$ cat config.mk
export PLATFORM = sky130hd
export DESIGN_NAME = mbist_march_ctrl_flat
export DESIGN_NICKNAME = d
export VERILOG_FILES = /design/src/rtl/mbist_pkg.sv /design/src/rtl/mbist_march_ctrl_if.sv /design/src/rtl/mbist_pattern_gen.sv /design/src/rtl/mbist_march_ctrl.sv /design/src/flat_wrapper.sv
export SDC_FILE = /design/constraint.sdc
export NUM_CORES = 1
export LEC_CHECK = 0
export ABC_AREA = 0
export CAP_MARGIN = 20
export CORE_UTILIZATION = 60
export DETAILED_ROUTE_END_ITERATION = 8
export DONT_BUFFER_PORTS = 1
export GPL_ROUTABILITY_DRIVEN = 0
export PLACE_DENSITY_LB_ADDON = 0.1
export SLEW_MARGIN = 15
export SYNTH_ARGS = -nofsm -noshare
export SYNTH_HDL_FRONTEND = slang
export SYNTH_SLANG_ARGS = --single-unit
$ cat constraint.sdc
create_clock -name clk -period 3.6 [get_ports clk]
set_clock_uncertainty 0.2 [all_clocks]
set_input_delay 0.72 -clock clk [delete_from_list [all_inputs] [get_ports clk]]
set_output_delay 0.72 -clock clk [all_outputs]
set_load 0.03 [all_outputs]
$ cat src/rtl/mbist_pkg.sv
// Shared types and the March C- element table for the MBIST controller.
// Each element is described by one bit in several per-element vectors.
package mbist_pkg;

   typedef enum logic [2:0] {
      S_IDLE = 3'd0,
      S_WR   = 3'd1,
      S_RD   = 3'd2,
      S_CMP  = 3'd3,
      S_DONE = 3'd4
   } state_t;

   localparam int unsigned NUM_ELEM = 6;

   // bit e describes March element e
   localparam logic [NUM_ELEM-1:0] ELEM_DOWN   = 6'b011000;
   localparam logic [NUM_ELEM-1:0] ELEM_HAS_RD = 6'b111110;
   localparam logic [NUM_ELEM-1:0] ELEM_HAS_WR = 6'b011111;
   localparam logic [NUM_ELEM-1:0] ELEM_RD_VAL = 6'b010100;
   localparam logic [NUM_ELEM-1:0] ELEM_WR_VAL = 6'b001010;

   typedef struct packed {
      logic       we;
      logic       re;
      logic [1:0] pat_en;
   } ops_t;

   // Strobes and pattern select to present while in state s of element e
   function automatic ops_t op_outs(state_t s, logic [2:0] e);
      ops_t o;
      o = '0;
      unique case (s)
         S_WR: begin
            o.we     = 1'b1;
            o.pat_en = {1'b1, ELEM_WR_VAL[e]};
         end
         S_RD: begin
            o.re     = 1'b1;
            o.pat_en = {1'b1, ELEM_RD_VAL[e]};
         end
         S_CMP: begin
            o.pat_en = {1'b1, ELEM_RD_VAL[e]};
         end
         default: o = '0;
      endcase
      return o;
   endfunction

endpackage

$ cat src/rtl/mbist_march_ctrl_if.sv
// Test-access and RAM-side signal bundle of the MBIST controller.
// master: the controller; slave: test access logic plus RAM.
interface mbist_march_ctrl_if #(
   parameter int ADDR = 8
);
   logic            start;
   logic            busy;
   logic            done;
   logic            fail;
   logic [ADDR-1:0] fail_addr;
   logic [2:0]      fail_elem;
   logic [ADDR-1:0] mem_addr;
   logic            mem_we;
   logic            mem_re;
   logic            mem_wdata;
   logic            mem_rdata;

   modport master (
      input  start, mem_rdata,
      output busy, done, fail, fail_addr, fail_elem,
      output mem_addr, mem_we, mem_re, mem_wdata
   );

   modport slave (
      output start, mem_rdata,
      input  busy, done, fail, fail_addr, fail_elem,
      input  mem_addr, mem_we, mem_re, mem_wdata
   );
endinterface

$ cat src/rtl/mbist_pattern_gen.sv
// Data background generator: pat_en = {enable, data bit}.
// MODE 0 is solid data; MODE 1 inverts by address parity.
module mbist_pattern_gen #(
   parameter int ADDR = 8,
   parameter int MODE = 0
) (
   input  logic [ADDR-1:0] addr_i,
   input  logic [1:0]      pat_en_i,
   output logic            pat_o
);
   localparam logic CHK = (MODE == 1);

   assign pat_o = pat_en_i[1] & (pat_en_i[0] ^ (CHK & (^addr_i)));
endmodule

$ cat src/rtl/mbist_march_ctrl.sv
// March C- MBIST controller for a single-port bit-wide RAM.
// Runs six elements, compares reads, records the first failure.
module mbist_march_ctrl
   import mbist_pkg::*;
#(
   parameter int ADDR = 8
) (
   input  logic               clk,
   input  logic               rst,
   mbist_march_ctrl_if.master bus
);
   state_t          state_q;
   logic [ADDR-1:0] addr_q;
   logic [2:0]      elem_q;
   logic            exp_q;
   logic            busy_q;
   logic            done_q;
   logic            fail_q;
   logic [ADDR-1:0] fail_addr_q;
   logic [2:0]      fail_elem_q;
   ops_t            ops_q;
   logic            pat;

   logic [ADDR-1:0] adv_addr_d;
   logic [2:0]      adv_elem_d;
   logic            adv_done_d;
   state_t          adv_state_d;
   logic            last_addr;
   logic [2:0]      nxt_elem;

   mbist_pattern_gen #(
      .ADDR (ADDR)
   ) u_pat (
      .addr_i   (addr_q),
      .pat_en_i (ops_q.pat_en),
      .pat_o    (pat)
   );

   // Where the march goes after the current address finishes its ops
   always_comb begin
      adv_addr_d  = addr_q;
      adv_elem_d  = elem_q;
      adv_done_d  = 1'b0;
      adv_state_d = S_DONE;
      nxt_elem    = elem_q + 3'd1;
      last_addr   = ELEM_DOWN[elem_q] ? (addr_q == '0)
                                      : (addr_q == '1);
      if (!last_addr) begin
         adv_addr_d = ELEM_DOWN[elem_q] ? addr_q - 1'b1
                                        : addr_q + 1'b1;
      end else if (elem_q == 3'(NUM_ELEM - 1)) begin
         adv_done_d = 1'b1;
      end else begin
         adv_elem_d = nxt_elem;
         adv_addr_d = ELEM_DOWN[nxt_elem] ? '1 : '0;
      end
      if (!adv_done_d) begin
         adv_state_d = ELEM_HAS_RD[adv_elem_d] ? S_RD : S_WR;
      end
   end

   // Main sequencer; strobes are registered alongside the state
   always_ff @(posedge clk) begin
      if (rst) begin
         state_q     <= S_IDLE;
         addr_q      <= '0;
         elem_q      <= '0;
         exp_q       <= 1'b0;
         busy_q      <= 1'b0;
         done_q      <= 1'b0;
         fail_q      <= 1'b0;
         fail_addr_q <= '0;
         fail_elem_q <= '0;
         ops_q       <= '0;
      end else begin
         unique case (state_q)
            S_IDLE, S_DONE: begin
               if (bus.start) begin
                  state_q     <= S_WR;
                  addr_q      <= '0;
                  elem_q      <= '0;
                  busy_q      <= 1'b1;
                  done_q      <= 1'b0;
                  fail_q      <= 1'b0;
                  fail_addr_q <= '0;
                  fail_elem_q <= '0;
                  ops_q       <= op_outs(S_WR, 3'd0);
               end
            end
            S_WR: begin
               state_q <= adv_state_d;
               addr_q  <= adv_addr_d;
               elem_q  <= adv_elem_d;
               ops_q   <= op_outs(adv_state_d, adv_elem_d);
               if (adv_done_d) begin
                  busy_q <= 1'b0;
                  done_q <= 1'b1;
               end
            end
            S_RD: begin
               exp_q   <= pat;
               state_q <= S_CMP;
               ops_q   <= op_outs(S_CMP, elem_q);
            end
            S_CMP: begin
               if (bus.mem_rdata != exp_q) begin
                  state_q     <= S_DONE;
                  busy_q      <= 1'b0;
                  done_q      <= 1'b1;
                  fail_q      <= 1'b1;
                  fail_addr_q <= addr_q;
                  fail_elem_q <= elem_q;
                  ops_q       <= '0;
               end else if (ELEM_HAS_WR[elem_q]) begin
                  state_q <= S_WR;
                  ops_q   <= op_outs(S_WR, elem_q);
               end else begin
                  state_q <= adv_state_d;
                  addr_q  <= adv_addr_d;
                  elem_q  <= adv_elem_d;
                  ops_q   <= op_outs(adv_state_d, adv_elem_d);
                  if (adv_done_d) begin
                     busy_q <= 1'b0;
                     done_q <= 1'b1;
                  end
               end
            end
            default: begin
               state_q <= S_IDLE;
               ops_q   <= '0;
            end
         endcase
      end
   end

   assign bus.busy      = busy_q;
   assign bus.done      = done_q;
   assign bus.fail      = fail_q;
   assign bus.fail_addr = fail_addr_q;
   assign bus.fail_elem = fail_elem_q;
   assign bus.mem_addr  = addr_q;
   assign bus.mem_we    = ops_q.we;
   assign bus.mem_re    = ops_q.re;
   assign bus.mem_wdata = ops_q.we & pat;
endmodule

$ cat src/flat_wrapper.sv
// flat-port wrapper written by rule: the top's interface ports become plain ports
module mbist_march_ctrl_flat import mbist_pkg::*;
#(
   parameter int ADDR = 8
)
  (clk, rst, bus_start, bus_mem_rdata, bus_busy, bus_done, bus_fail, bus_fail_addr, bus_fail_elem, bus_mem_addr, bus_mem_we, bus_mem_re, bus_mem_wdata);
  mbist_march_ctrl_if #(.ADDR(ADDR)) bus_i ();
  input  logic clk;
  input  logic rst;
  input wire logic [$bits(bus_i.start)-1:0] bus_start;
  input wire logic [$bits(bus_i.mem_rdata)-1:0] bus_mem_rdata;
  output wire logic [$bits(bus_i.busy)-1:0] bus_busy;
  output wire logic [$bits(bus_i.done)-1:0] bus_done;
  output wire logic [$bits(bus_i.fail)-1:0] bus_fail;
  output wire logic [$bits(bus_i.fail_addr)-1:0] bus_fail_addr;
  output wire logic [$bits(bus_i.fail_elem)-1:0] bus_fail_elem;
  output wire logic [$bits(bus_i.mem_addr)-1:0] bus_mem_addr;
  output wire logic [$bits(bus_i.mem_we)-1:0] bus_mem_we;
  output wire logic [$bits(bus_i.mem_re)-1:0] bus_mem_re;
  output wire logic [$bits(bus_i.mem_wdata)-1:0] bus_mem_wdata;
  assign bus_i.start = bus_start;
  assign bus_i.mem_rdata = bus_mem_rdata;
  assign bus_busy = bus_i.busy;
  assign bus_done = bus_i.done;
  assign bus_fail = bus_i.fail;
  assign bus_fail_addr = bus_i.fail_addr;
  assign bus_fail_elem = bus_i.fail_elem;
  assign bus_mem_addr = bus_i.mem_addr;
  assign bus_mem_we = bus_i.mem_we;
  assign bus_mem_re = bus_i.mem_re;
  assign bus_mem_wdata = bus_i.mem_wdata;
  mbist_march_ctrl #(.ADDR(ADDR)) u_core (.clk(clk), .rst(rst), .bus(bus_i));
endmodule
# Yosys cells after proc, flatten, opt, wreduce, memory -nomap -nowiden
# Memories as Yosys holds them, arrays and structs flattened. A register that Yosys moved wholly into a read port is not among the register bits.
# Index checks and enable logic that the tools add are counted.
# word_totals
ram_bits	0
romBits	64
output_inout_bits	25
n_memories	8
reg_bits	33
latchBits	0
inputBits	4
# memory_table
memory	depth	word_bits	rd	rd_clocked_by_memory_dff	write_ports	line_no	source
(no name shown)	8	1	1	1	0	mbist_march_ctrl.sv:46	last_addr = ELEM_DOWN[elem_q] ? (addr_q == '0)
(no name shown)	8	1	1	1	0	mbist_march_ctrl.sv:114	end else if (ELEM_HAS_WR[elem_q]) begin
(no name shown)	8	1	1	0	0	mbist_march_ctrl.sv:58	adv_state_d = ELEM_HAS_RD[adv_elem_d] ? S_RD : S_WR;
(no name shown)	8	1	1	0	0	mbist_pkg.sv:39	o.pat_en = {1'b1, ELEM_RD_VAL[e]};
(no name shown)	8	1	1	1	0	mbist_pkg.sv:35	o.pat_en = {1'b1, ELEM_WR_VAL[e]};
(no name shown)	8	1	1	0	0	mbist_pkg.sv:35	
+2 memories	n/a	n/a	n/a	n/a	n/a	n/a	
# op_classes
addsub	3
multipliers	0
div	0
n_eq_ne	15
shifts	0
reduce_logical	9
n_lt_le_gt_ge	3
muxes	62
n_bitwise	2
# ops
operator	n
2-to-1 mux 8 bit	8
2-to-1 mux 3 bit	18
one-hot mux 8 bit (3 select lines)	1
2-to-1 mux 1 bit	22
one-hot mux 4 bit (4 select lines)	1
one-hot mux 8 bit (2 select lines)	1
equality test 3 x 2 -> 1 bit (second input constant)	4
less-than comparator 3 x 4 -> 1 bit (second input constant)	3
2-to-1 mux 4 bit	3
one-hot mux 3 bit (4 select lines)	1
one-hot mux 3 bit (3 select lines)	1
adder 8 x 1 -> 8 bit (second input constant)	1
equality test 8 bit (second input constant)	1
zero test 8 bit	1
subtractor 8 x 1 -> 8 bit (second input constant)	1
equality test 3 x 1 -> 1 bit (second input constant)	2
equality test 3 bit (second input constant)	2
!= test 2 bit (second input constant)	3
one-hot mux 1 bit (3 select lines)	2
one-hot mux 3 bit (2 select lines)	1
AND reduction 3 bit	2
one-hot mux 2 bit (2 select lines)	1
AND reduction 4 bit	1
OR reduction 2 bit	2
10 further kinds	11

# Longest topological paths before layout
# logic_depth
ltp_word	14
mapped_depth	9
ltp_nobuf	9

# Cells and area by module
# A second synthesis with hierarchy kept.
# unflattened
cells_unflattened	249
area_unflattened_um2	2100.8
# by_module_without_submodules
module	area_per_inst_um2	n_inst	cells_each	seq_area_each_um2
mbist_march_ctrl	2094.5	1	248	740.7
mbist_pattern_gen	6.3	1	1	0.0

# Worst setup path before layout
# No wires, ideal clock.
# synth_timing
kind	input port to flip-flop
startpoint	input bus_mem_rdata
endpoint	register with a tool-made name
n_path_buf	0
setup_ps	59
cell_stages	6
required_ps	3341
slack_ps	1325
arrival_time_ps	2016
path_cell_list	xor2_1 nor2_1 o221ai_2 mux2i_2 and2b_1 and2_1
# synth_lines
element	line_no	source
start, declared	flat_wrapper.sv:11	input wire logic [$bits(bus_i.mem_rdata)-1:0] bus_mem_rdata;

# Worst setup path in the final report
# layout_timing
startpoint	register u_core.addr_q[0] (netlist: u_core.bus.mem_addr[0])
endpoint	register u_core.addr_q[5] (netlist: u_core.bus.mem_addr[5])
# layout_via
elab_chain_len	6
# layout_rtl
element	line_no	source
start, declared	mbist_march_ctrl.sv:13	logic [ADDR-1:0] addr_q;
start signal, assigned	mbist_march_ctrl.sv:92	addr_q <= adv_addr_d;
start signal, assigned	mbist_march_ctrl.sv:119	addr_q <= adv_addr_d;
adder 8 x 1 -> 8 bit, or another cell as far along	mbist_march_ctrl.sv:50	: addr_q + 1'b1;
2-to-1 mux 8 bit or 2-to-1 mux 1 bit (tied branches)	mbist_march_ctrl.sv:49, mbist_march_ctrl.sv:46	
2-to-1 mux 8 bit (*)	mbist_march_ctrl.sv:48	if (!last_addr) begin
2-to-1 mux 8 bit	mbist_march_ctrl.sv:114	
2-to-1 mux 8 bit	mbist_march_ctrl.sv:106	if (bus.mem_rdata != exp_q) begin
one-hot mux 8 bit (3 select lines) (*)	mbist_march_ctrl.sv:76	unique case (state_q)
# Mark *: on every way between the ends. The rest lies on a longest branch, timed or not. The select of a mux whose other input is x is not followed.
# A chain may end at the register's enable or synchronous reset.

==> flow_summary.yaml <==
final_layout:
  fin_area_mm2: 0.00212
  antenna-diode-count: 0
  finish.utilization_pct: 67.7
  layout-drive-gt1-share_pct: 9.96
  final_cell_mix: "37 x nand2_1, 37 x dfxtp_1, 30 x a21oi_1"
  layout.nets: 254
  fillerInstances: 287
  area_growth_pct: 4.57
clock_tree:
  path_clk_slew_ns: 0.12
  cts_tree: "built"
  htreeDepth: 2
  cts_resized: 0
  postCtsSetupRepairBufs: 0
  clk_path_buf_depth: 2
  clkLatencyLatePin_ns: 0.35
  ctsRootBufferMaster: "clkbuf_4"
  cts_inserted_buffers: 5
  cts_hold_buffers: 0
  cts_sinks: 37
placed_design:
  place_hpwl_um: 3090
  placed_area_mm2: 0.00202
  io_buffers: 0
synthesis:
  avgSynthCellArea_um2: 8.23
  synth_fp_nets: 260
  synth.distinct_cells: 54
  syn_area_mm2: 0.00203
  synthFlopType: "dfxtp_1"
  async_flop_share_pct: 0
  synth-edff-count: 0
  syn_inst: 246
  synth.ff_latch_count: 37
  yosysSeqAreaShare_pct: 36.6
  ys_warn_count: 0
route:
  drtAntennaViolNets: 0
  first_iter_violations: 184
  dr.pass1.iters: 4
  wirelength_um: 4390
  vias: 1719
  post_drt_wl_per_cell_um: 15.4
  drc: 0
  viasPerCell: 6.03
global_routing:
  grt_pass1_vias: 1564
  grt_pass1_wl_um: 7020
  grt_max_degree: 31
  grt_antenna_before_repair: 0
  overflow: 0
  grt_usage_pct: 25.9
sta:
  finalHoldViolCount: 0
  tightest_slew_ns: 0.768
  whs_ns: 0.224
  finalMaxSlewViolations: 0
  slew_headroom_pct: 48.3
  fmax_mhz: 373
  fin_crit_sh_pct: 74.5
  finalSetupTns_ns: 0
  period_needed_ns: 2.68
  rsz0062_at_grt: "no"
  setup-violations-final: 0
flow_run:
  cap_violations: 0
critical_path:
  cp-end-kind: "flop"
  worstPathMaxFanout: 14
  path_class: "flop to flop"
  crit_arrival_ns: 2.77
  critPathLaunchType: "flop"
  required_ns: 3.68
die:
  start_util_pct: 64.8
  die_w_um: 60.1
  core_mm2: 0.00313
  die_h_um: 60.1
  ios: 29
  num_rows: 20
  dieArea_mm2: 0.00361
power_and_ir_drop:
  ir_worst_vdd_uv: 358
  power_density_mw_per_mm2: 461
  power_leakage_nw: 0.823
status:
  status: "complete, no violations"
worst_hold_path:
  hold_path_class: "input pin to flop"
metal layers:
layer  global-route usage, %  routed length [um]
met1                    34.9                2150
met4                    6.98                  50
met5                       0                   0
met2                    39.9                1920
met3                    7.79                 271
report_power, final:
part,switching [mW],internal (mW),total (mW)
sequential,0.0513,0.428,0.480
combinational,0.0915,0.0481,0.140
clock,0.142,0.215,0.357
total,0.284,0.691,0.976
cell families after synthesis:
| logic type | share of synthesized area, % |
|---|---|
| buf+inv | 4.51 |
| compound gates | 23.7 |
| xor+xnor | 3.46 |
| flops | 36.6 |
| simple gates | 24.0 |
| mux | 1.24 |
| fa+ha+maj | 6.55 |
cells in the mapped netlist, drive strengths merged, types with 4 or more instances:
cell type / count / share of area (%)
a21oi: 30 / 7.4
nand2: 37 / 6.9
xnor2: 4 / 1.7
inv: 7 / 1.3
ha: 9 / 5.6
o21ai: 17 / 4.2
nor2: 16 / 3.0
dfxtp: 37 / 37
clkbuf: 7 / 1.5
nand3: 16 / 4.0
o21bai: 4 / 1.5
nor3: 4 / 0.99
a21o: 4 / 1.5
buf: 6 / 1.7
xor2: 4 / 1.7
final cells by class:
type / count / area, um^2 / area share (%)
inverters: 7 / 26.3 / 1.24
clock inverters: 3 / 65.1 / 3.07
multi-input cells: 189 / 1190 / 56.3
clock buffers: 5 / 37.5 / 1.77
well taps: 44 / 55.1 / 2.60
flip-flops and latches: 37 / 741 / 35.0
path summary, 6_finish.rpt:
check	from	endpoint	slack, ns	cells after the start
max reg2reg	u_core.bus.mem_addr[0]	u_core.bus.mem_addr[5]	0.92	6
max	u_core.bus.mem_addr[0]	u_core.bus.mem_addr[5]	0.92	6
min	rst	u_core.exp_q	0.22	1
min reg2reg	u_core.ops_q[1]	u_core.exp_q	0.29	2
worst max-delay path, stage by stage, from the launching register on:
cell and delay (ns):
dfxtp_1 0.71, nor3_1 0.12, and4b_1 0.29, or2_1 0.40, a21oi_1 0.52, o21ai_0 0.19
a21oi_1 0.18
per-stage QoR:
stage                     total power [mW]  cells  setup slack (ns)
after floorplan                      0.609    246              1.33
after global placement               0.620    277              1.05
after detailed placement             0.627    277             0.949
after CTS                            0.979    285             0.919
after global routing                  1.02    285             0.647
final                                0.976    285             0.918
No activity file was read; power rests on OpenSTA's default activity.
